<file path="src/rtl/sop_logic_pipe_if.sv">
// Handshake bundle for sop_logic_pipe: evaluation stream in/out plus the plane config port.
// Widths are derived here so the engine and its neighbours always agree on CFG_W and A_W.
interface sop_logic_pipe_if #(
    parameter int N_IN    = 4,
    parameter int N_TERMS = 4,
    parameter int N_OUT   = 2
);
    localparam int CFG_W = (2 * N_IN > N_TERMS) ? 2 * N_IN : N_TERMS;
    localparam int A_W   = $clog2(N_TERMS + N_OUT);

    logic              in_valid;
    logic              in_ready;
    logic [N_IN-1:0]   in_data;
    logic              out_valid;
    logic              out_ready;
    logic [N_OUT-1:0]  out_data;
    logic              cfg_valid;
    logic              cfg_ready;
    logic [A_W-1:0]    cfg_addr;
    logic [CFG_W-1:0]  cfg_data;
    logic              cfg_err;

    modport master (
        output in_valid, in_data, out_ready, cfg_valid, cfg_addr, cfg_data,
        input  in_ready, out_valid, out_data, cfg_ready, cfg_err
    );

    modport slave (
        input  in_valid, in_data, out_ready, cfg_valid, cfg_addr, cfg_data,
        output in_ready, out_valid, out_data, cfg_ready, cfg_err
    );
endinterface

</file>
<file path="src/rtl/sop_logic_pipe.sv">
// Run-time programmable PLA: AND plane -> S1 term register -> OR plane -> S2 output register.
// Config writes wait until both stages are empty, so every result sees a single plane set.
module sop_logic_pipe #(
    parameter int N_IN    = 4,
    parameter int N_TERMS = 4,
    parameter int N_OUT   = 2,
    parameter int DEF_EQ  = 1
) (
    input  logic             clk,
    input  logic             reset_n,
    sop_logic_pipe_if.slave  bus
);
    localparam bit DEF_OK = (DEF_EQ == 1) && (N_IN == 4) && (N_OUT == 2) && (N_TERMS >= 4);

    typedef enum logic [1:0] {ST_RUN, ST_DRAIN, ST_WRITE} state_t;

    state_t state, state_next;

    logic [N_IN-1:0]    and_true [N_TERMS];
    logic [N_IN-1:0]    and_comp [N_TERMS];
    logic [N_TERMS-1:0] or_plane [N_OUT];

    logic               s1_valid;
    logic [N_TERMS-1:0] s1_terms;
    logic               s2_valid;
    logic [N_OUT-1:0]   s2_data;
    logic               cfg_err_q;

    logic [N_TERMS-1:0] terms;
    logic [N_OUT-1:0]   sop;
    logic               s1_load, s2_load, accept;
    logic               in_ready, cfg_ready, cfg_we, addr_ok;

    // Default equations, literals d=in[0] c=in[1] b=in[2] a=in[3]:
    // T0=d, T1=a&~b&c, T2=b&d, T3=a&~c&d; out0=T0|T1, out1=T2|T3.
    function automatic logic [N_IN-1:0] def_true(input int t);
        logic [3:0] m;
        case (t)
            0:       m = 4'b0001;
            1:       m = 4'b1010;
            2:       m = 4'b0101;
            3:       m = 4'b1001;
            default: m = 4'b0000;
        endcase
        return DEF_OK ? N_IN'(m) : '0;
    endfunction

    function automatic logic [N_IN-1:0] def_comp(input int t);
        logic [3:0] m;
        case (t)
            1:       m = 4'b0100;
            3:       m = 4'b0010;
            default: m = 4'b0000;
        endcase
        return DEF_OK ? N_IN'(m) : '0;
    endfunction

    function automatic logic [N_TERMS-1:0] def_or(input int o);
        logic [3:0] m;
        case (o)
            0:       m = 4'b0011;
            1:       m = 4'b1100;
            default: m = 4'b0000;
        endcase
        return DEF_OK ? N_TERMS'(m) : '0;
    endfunction

    // NOTE: every variable written in an always_comb gets a default first, so no path can infer a latch.
    always_comb begin
        terms = '0;
        for (int t = 0; t < N_TERMS; t++) begin
            terms[t] = &((~and_true[t] | bus.in_data) & (~and_comp[t] | ~bus.in_data));
        end
    end

    always_comb begin
        sop = '0;
        for (int o = 0; o < N_OUT; o++) begin
            sop[o] = |(or_plane[o] & s1_terms);
        end
    end

    // A stage may load when empty or when its current content leaves this same cycle.
    assign s2_load = ~s2_valid | bus.out_ready;
    assign s1_load = ~s1_valid | s2_load;
    assign accept  = bus.in_valid & in_ready;
    assign addr_ok = int'(bus.cfg_addr) < (N_TERMS + N_OUT);

    always_ff @(posedge clk or negedge reset_n) begin
        if (!reset_n) begin
            state <= ST_RUN;
        end else begin
            state <= state_next;
        end
    end

    // Config wins over a simultaneous input vector: in_ready drops the moment cfg_valid is seen.
    always_comb begin
        state_next = state;
        in_ready   = 1'b0;
        cfg_ready  = 1'b0;
        cfg_we     = 1'b0;
        case (state)
            ST_RUN: begin
                in_ready = s1_load & ~bus.cfg_valid;
                if (bus.cfg_valid) state_next = ST_DRAIN;
            end
            ST_DRAIN: begin
                if (!bus.cfg_valid)             state_next = ST_RUN;
                else if (!s1_valid && !s2_valid) state_next = ST_WRITE;
            end
            ST_WRITE: begin
                cfg_ready  = bus.cfg_valid;
                cfg_we     = bus.cfg_valid;
                state_next = ST_RUN;
            end
            default: state_next = ST_RUN;
        endcase
    end

    // NOTE: sequential state uses non-blocking assignments so every register samples pre-edge values.
    always_ff @(posedge clk or negedge reset_n) begin
        if (!reset_n) begin
            s1_valid <= 1'b0;
            s1_terms <= '0;
            s2_valid <= 1'b0;
            s2_data  <= '0;
        end else begin
            if (s1_load) begin
                s1_valid <= accept;
                if (accept) s1_terms <= terms;
            end
            if (s2_load) begin
                s2_valid <= s1_valid;
                if (s1_valid) s2_data <= sop;
            end
        end
    end

    // NOTE: the planes are plain flops with reset values, not a RAM: the engine must evaluate
    // the default equations straight out of reset.
    always_ff @(posedge clk or negedge reset_n) begin
        if (!reset_n) begin
            for (int t = 0; t < N_TERMS; t++) begin
                and_true[t] <= def_true(t);
                and_comp[t] <= def_comp(t);
            end
            for (int o = 0; o < N_OUT; o++) begin
                or_plane[o] <= def_or(o);
            end
            cfg_err_q <= 1'b0;
        end else begin
            cfg_err_q <= cfg_we & ~addr_ok;
            if (cfg_we) begin
                for (int t = 0; t < N_TERMS; t++) begin
                    if (int'(bus.cfg_addr) == t) begin
                        and_true[t] <= bus.cfg_data[N_IN-1:0];
                        and_comp[t] <= bus.cfg_data[2*N_IN-1:N_IN];
                    end
                end
                for (int o = 0; o < N_OUT; o++) begin
                    if (int'(bus.cfg_addr) == N_TERMS + o) begin
                        or_plane[o] <= bus.cfg_data[N_TERMS-1:0];
                    end
                end
            end
        end
    end

    assign bus.in_ready  = in_ready;
    assign bus.cfg_ready = cfg_ready;
    assign bus.out_valid = s2_valid;
    assign bus.out_data  = s2_data;
    assign bus.cfg_err   = cfg_err_q;
endmodule

</file>
<file path="src/flat_wrapper.sv">
// flat-port wrapper written by rule: the top's interface ports become plain ports
module sop_logic_pipe_flat 
#(
    parameter int N_IN    = 4,
    parameter int N_TERMS = 4,
    parameter int N_OUT   = 2,
    parameter int DEF_EQ  = 1
)
  (clk, reset_n, bus_in_valid, bus_in_data, bus_out_ready, bus_cfg_valid, bus_cfg_addr, bus_cfg_data, bus_in_ready, bus_out_valid, bus_out_data, bus_cfg_ready, bus_cfg_err);
  sop_logic_pipe_if #(.N_IN(N_IN), .N_TERMS(N_TERMS), .N_OUT(N_OUT)) bus_i ();
  input  logic clk;
  input  logic reset_n;
  input wire logic [$bits(bus_i.in_valid)-1:0] bus_in_valid;
  input wire logic [$bits(bus_i.in_data)-1:0] bus_in_data;
  input wire logic [$bits(bus_i.out_ready)-1:0] bus_out_ready;
  input wire logic [$bits(bus_i.cfg_valid)-1:0] bus_cfg_valid;
  input wire logic [$bits(bus_i.cfg_addr)-1:0] bus_cfg_addr;
  input wire logic [$bits(bus_i.cfg_data)-1:0] bus_cfg_data;
  output wire logic [$bits(bus_i.in_ready)-1:0] bus_in_ready;
  output wire logic [$bits(bus_i.out_valid)-1:0] bus_out_valid;
  output wire logic [$bits(bus_i.out_data)-1:0] bus_out_data;
  output wire logic [$bits(bus_i.cfg_ready)-1:0] bus_cfg_ready;
  output wire logic [$bits(bus_i.cfg_err)-1:0] bus_cfg_err;
  assign bus_i.in_valid = bus_in_valid;
  assign bus_i.in_data = bus_in_data;
  assign bus_i.out_ready = bus_out_ready;
  assign bus_i.cfg_valid = bus_cfg_valid;
  assign bus_i.cfg_addr = bus_cfg_addr;
  assign bus_i.cfg_data = bus_cfg_data;
  assign bus_in_ready = bus_i.in_ready;
  assign bus_out_valid = bus_i.out_valid;
  assign bus_out_data = bus_i.out_data;
  assign bus_cfg_ready = bus_i.cfg_ready;
  assign bus_cfg_err = bus_i.cfg_err;
  sop_logic_pipe #(.N_IN(N_IN), .N_TERMS(N_TERMS), .N_OUT(N_OUT), .DEF_EQ(DEF_EQ)) u_core (.clk(clk), .reset_n(reset_n), .bus(bus_i));
endmodule
</file>
<file path="config.mk">
export PLATFORM = sky130hd
export DESIGN_NAME = sop_logic_pipe_flat
export DESIGN_NICKNAME = d
export VERILOG_FILES = /design/src/rtl/sop_logic_pipe_if.sv /design/src/rtl/sop_logic_pipe.sv /design/src/flat_wrapper.sv
export SDC_FILE = /design/constraint.sdc
export NUM_CORES = 1
export LEC_CHECK = 0
export ABC_AREA = 1
export CAP_MARGIN = 20
export CELL_PAD_IN_SITES_DETAIL_PLACEMENT = 1
export CELL_PAD_IN_SITES_GLOBAL_PLACEMENT = 1
export CORE_MARGIN = 2
export CORE_UTILIZATION = 41
export DETAILED_ROUTE_END_ITERATION = 6
export GPL_TIMING_DRIVEN = 0
export PLACE_DENSITY = 0.83
export SETUP_SLACK_MARGIN = 0.5
export SYNTH_ARGS = -nofsm -noshare
export SYNTH_HDL_FRONTEND = slang
export SYNTH_SLANG_ARGS = --single-unit
</file>
<file path="constraint.sdc">
create_clock -name clk -period 1.6 [get_ports clk]
set_input_delay 0.24 -clock clk [delete_from_list [all_inputs] [get_ports clk]]
set_output_delay 0.24 -clock clk [all_outputs]
set_load 0.02 [all_outputs]
</file>
==> impl_results.md <==
- Outcome: finished, violations left
- Failing checks: hold timing
- Crit Path Category: in2reg
- Worst reg2reg path startpoint: u_core.state[0]
- DRT antenna net count: 0
- Routed len/inst: 18.0 um
- Worst path arrival time: 1730 ps
- IO Port Bufs: 24
- Synthesized-area fraction occupied by adder cells: 0%
- Mapped cell area: 0.00236 sq mm
- Synth Area in Compound Gates: 9.33%
- Type of origin of the critical path: input port
- Fin area: 0.00341 sq mm
- Vias in the first global route: 2100
- Die ar.: 0.00638 sq mm
- Mux contribution to synthesized area: 0%
- Hold_ws: -29.7 ps
- Synth cell types: 14
- Root Buffer: clkbuf_8
- Starting Density: 42.6%
- Chip height: 79.9 um
- Final worst-path cycle share: 95.6%
- Clock Skew: 10.5 ps
- Largest net degree at the start of global routing: 30
- Post-Synth XOR/XNOR Area: 0%
- Num CTS Buffers: 5
- Gpl congestion: 0.728
- Leak Pwr: 1.65 nW
- Routed vias/inst: 5.01
- Vias: 2155
- Worst r2r dst: u_core.and_comp[11]
- Final core occ: 61.6%
- Final hold vios: 19
- Initial antenna violation count: 0
- First-pass GRT wire length: 10.1 mm
- Worst-path clk slew: 100 ps
- Clock Path Buffers: 2
- Area after DPL: 0.00272 sq mm
- Fmax: 653 MHz
- Cells after Synth: 306
- FF-to-FF path depth: 7
- Peak VDD IR: 0.434 mV
- Setup crit end kind: flip-flop
- Critical Path Fanout Max: 8
- P&R area growth vs syn: 44.6%
- Post-Synth Simple-Gate Area: 25.0%
- Core area: 0.00554 sq mm
- DPL Wire Length: 4.22 mm
- Pins Over Slew Limit: 0
- Yosys reg bits: 51
- Worst Hold Class: in2async
- DRC viols: 0
- Clock latency on the worst-skew pair: 320 ps
- Grt ovf: 0
- CTS H-tree lvls: 2
- Die Wd: 79.9 um
- Worst Tran Pin Value: 723 ps
- Mapped Nets: 326
- Largest family of logic cells by synthesized area: simple AND/OR/NAND/NOR gates
- Endpoints failing setup: 0
- PwrDens: 1020 mW/mm^2
- R2r setup slk: 80 ps
- TritonRoute pass-1 iters: 4
- DR iter-0 viols: 125
- Post-synthesis sequential area ratio: 54.7%
- CTS tree: done
- Synthesized area per cell: 7.72 sq um
- Critical path required time: 1800 ps
- DRT Wirelength: 7.74 mm
- Tmin final: 1530 ps
- Inserted Diodes: 0
- Syn. warnings: 0
- Total Routing Usage GR: 21.1%
- Post-layout net count: 377
- Rel. slew slack: 51.8%
- Share of layout cells above drive strength 1: 34.1%
- Max Cap Viol: 0
- CTS sink count: 51
- RSZ-0062 raised after global routing: true
- Row count: 27
- Io pins: 26
[worst max-delay path, stage by stage]
cell             delay (ps)
clkdlybuf4s50_1         510
inv_1                   150
nand2_1                 120
nor2_1                  310
nand2_8                 130
buf_8                   160
nand2_2                  50
o21ai_2                  50
[sequential cells by signal (all words and copies together), names as in the netlist]
| register | count |
|---|---|
| u_core.bus.cfg_err | 1 |
| u_core.bus.out_data | 2 |
| u_core.and_comp | 16 |
| u_core.or_plane | 8 |
| u_core.state | 2 |
| u_core.s1_valid | 1 |
| u_core.bus.out_valid | 1 |
| u_core.and_true | 16 |
| u_core.s1_terms | 4 |
[cells in the final DEF (no fill, tap or decap), types with 2 or more instances in the layout]
cell	Yosys	routed
inv_2	0	5
clkbuf_1	1	2
o21ai_2	0	35
nand2_1	121	96
buf_12	0	2
nand2_8	0	6
nand3_1	4	2
o21ai_1	3	5
inv_1	56	50
nor2_1	20	18
o21ai_0	40	3
buf_8	0	6
dfrtp_1	38	38
dfstp_2	13	13
nand2_4	0	8
clkdlybuf4s50_1	0	16
nand4_1	3	3
clkbuf_8	0	7
nand2_2	0	11
nand3_2	0	2
buf_6	4	9
clkbuf_16	0	2
buf_4	0	9
[per-layer routing]
layer | global-route usage (%) | routed length (um) | vias to the layer above | part of all wire (%)
met5 | 0 | 0 | - | 0
met2 | 38.3 | 4400 | 35 | 57
met1 | 25.2 | 3020 | 1075 | 39
li1 | - | - | 1029 | -
met4 | 6.78 | 145 | 0 | 1.9
met3 | 3.51 | 166 | 16 | 2.1
[cell usage after synthesis (all sizes together)]
| library cell | instances | area, sq um |
|---|---|---|
| dfstp | 13 | 342 |
| clkbuf | 1 | 3.75 |
| nor2 | 20 | 75.1 |
| nand2 | 121 | 454 |
| buf | 4 | 45.0 |
| nand4 | 3 | 18.8 |
| o21ai | 43 | 215 |
| inv | 56 | 210 |
| nor3 | 2 | 21.3 |
| a21oi | 1 | 5.00 |
| dfrtp | 38 | 951 |
| nand3 | 4 | 20.0 |
[where the power goes]
part,switching [mW],internal (mW),total (mW)
Clock,0.448,0.396,0.844
Combinational,0.503,0.405,0.908
Sequential,0.186,1.55,1.74
Total,1.14,2.35,3.49
[worst max path at each step]
stage                                from             endpoint  slack, ps  cells after the start
final                     bus_cfg_addr[2]   u_core.and_comp[5]         70                      8
after global routing      bus_cfg_addr[2]   u_core.and_comp[6]         20                      8
after floorplan           u_core.state[1]  u_core.and_true[13]        200                      6
after global placement            reset_n  u_core.and_comp[11]      -1240                      1
after detailed placement    bus_cfg_valid        bus_cfg_ready       -510                      4
after CTS                 u_core.state[0]        bus_cfg_ready        120                      3
[area by class of cell]
cell class	count	area, sq um
clock buffers	8	100
repair buffers	44	499
flip-flops and latches	51	1290
well taps	72	90.1
fillers	643	2130
inverters	56	213
plain buffers	5	68.8
multi-input cells	194	1150
[cell families (layout without fill, tap and decap cells)]
| logic type | count (synthesis) | count (layout) |
|---|---|---|
| DFF | 51 | 51 |
| and+or+nand+nor | 150 | 150 |
| buffers and inverters | 61 | 113 |
| AOI/OAI and AO/OA | 44 | 44 |
[timing repair]
item | 4_1_cts | 5_1_grt
gates resized for setup | 74 | 101
pin swaps | 6 | 8
setup endpoints to repair | 52 | 53
cloned | 2 | 2
endpoints found under the hold margin | 20 | 1
buffers inserted | 9 | 5
[per-stage QoR]
stage / hold WS, ps / setup TNS (ps) / setup WS [ps] / power (mW) / std cells
after floorplan: -55.6 / 0 / 200 / 2.06 / 306
after global placement: 459 / -63790 / -1240 / 2.28 / 402
after detailed placement: 321 / -9850 / -511 / 2.34 / 403
after CTS: -22.3 / 0 / 123 / 3.25 / 422
after global routing: 1.81 / 0 / 16.5 / 3.64 / 430
final: -29.7 / 0 / 69.6 / 3.49 / 430
Note: power is estimated with default switching activity, not from simulation.
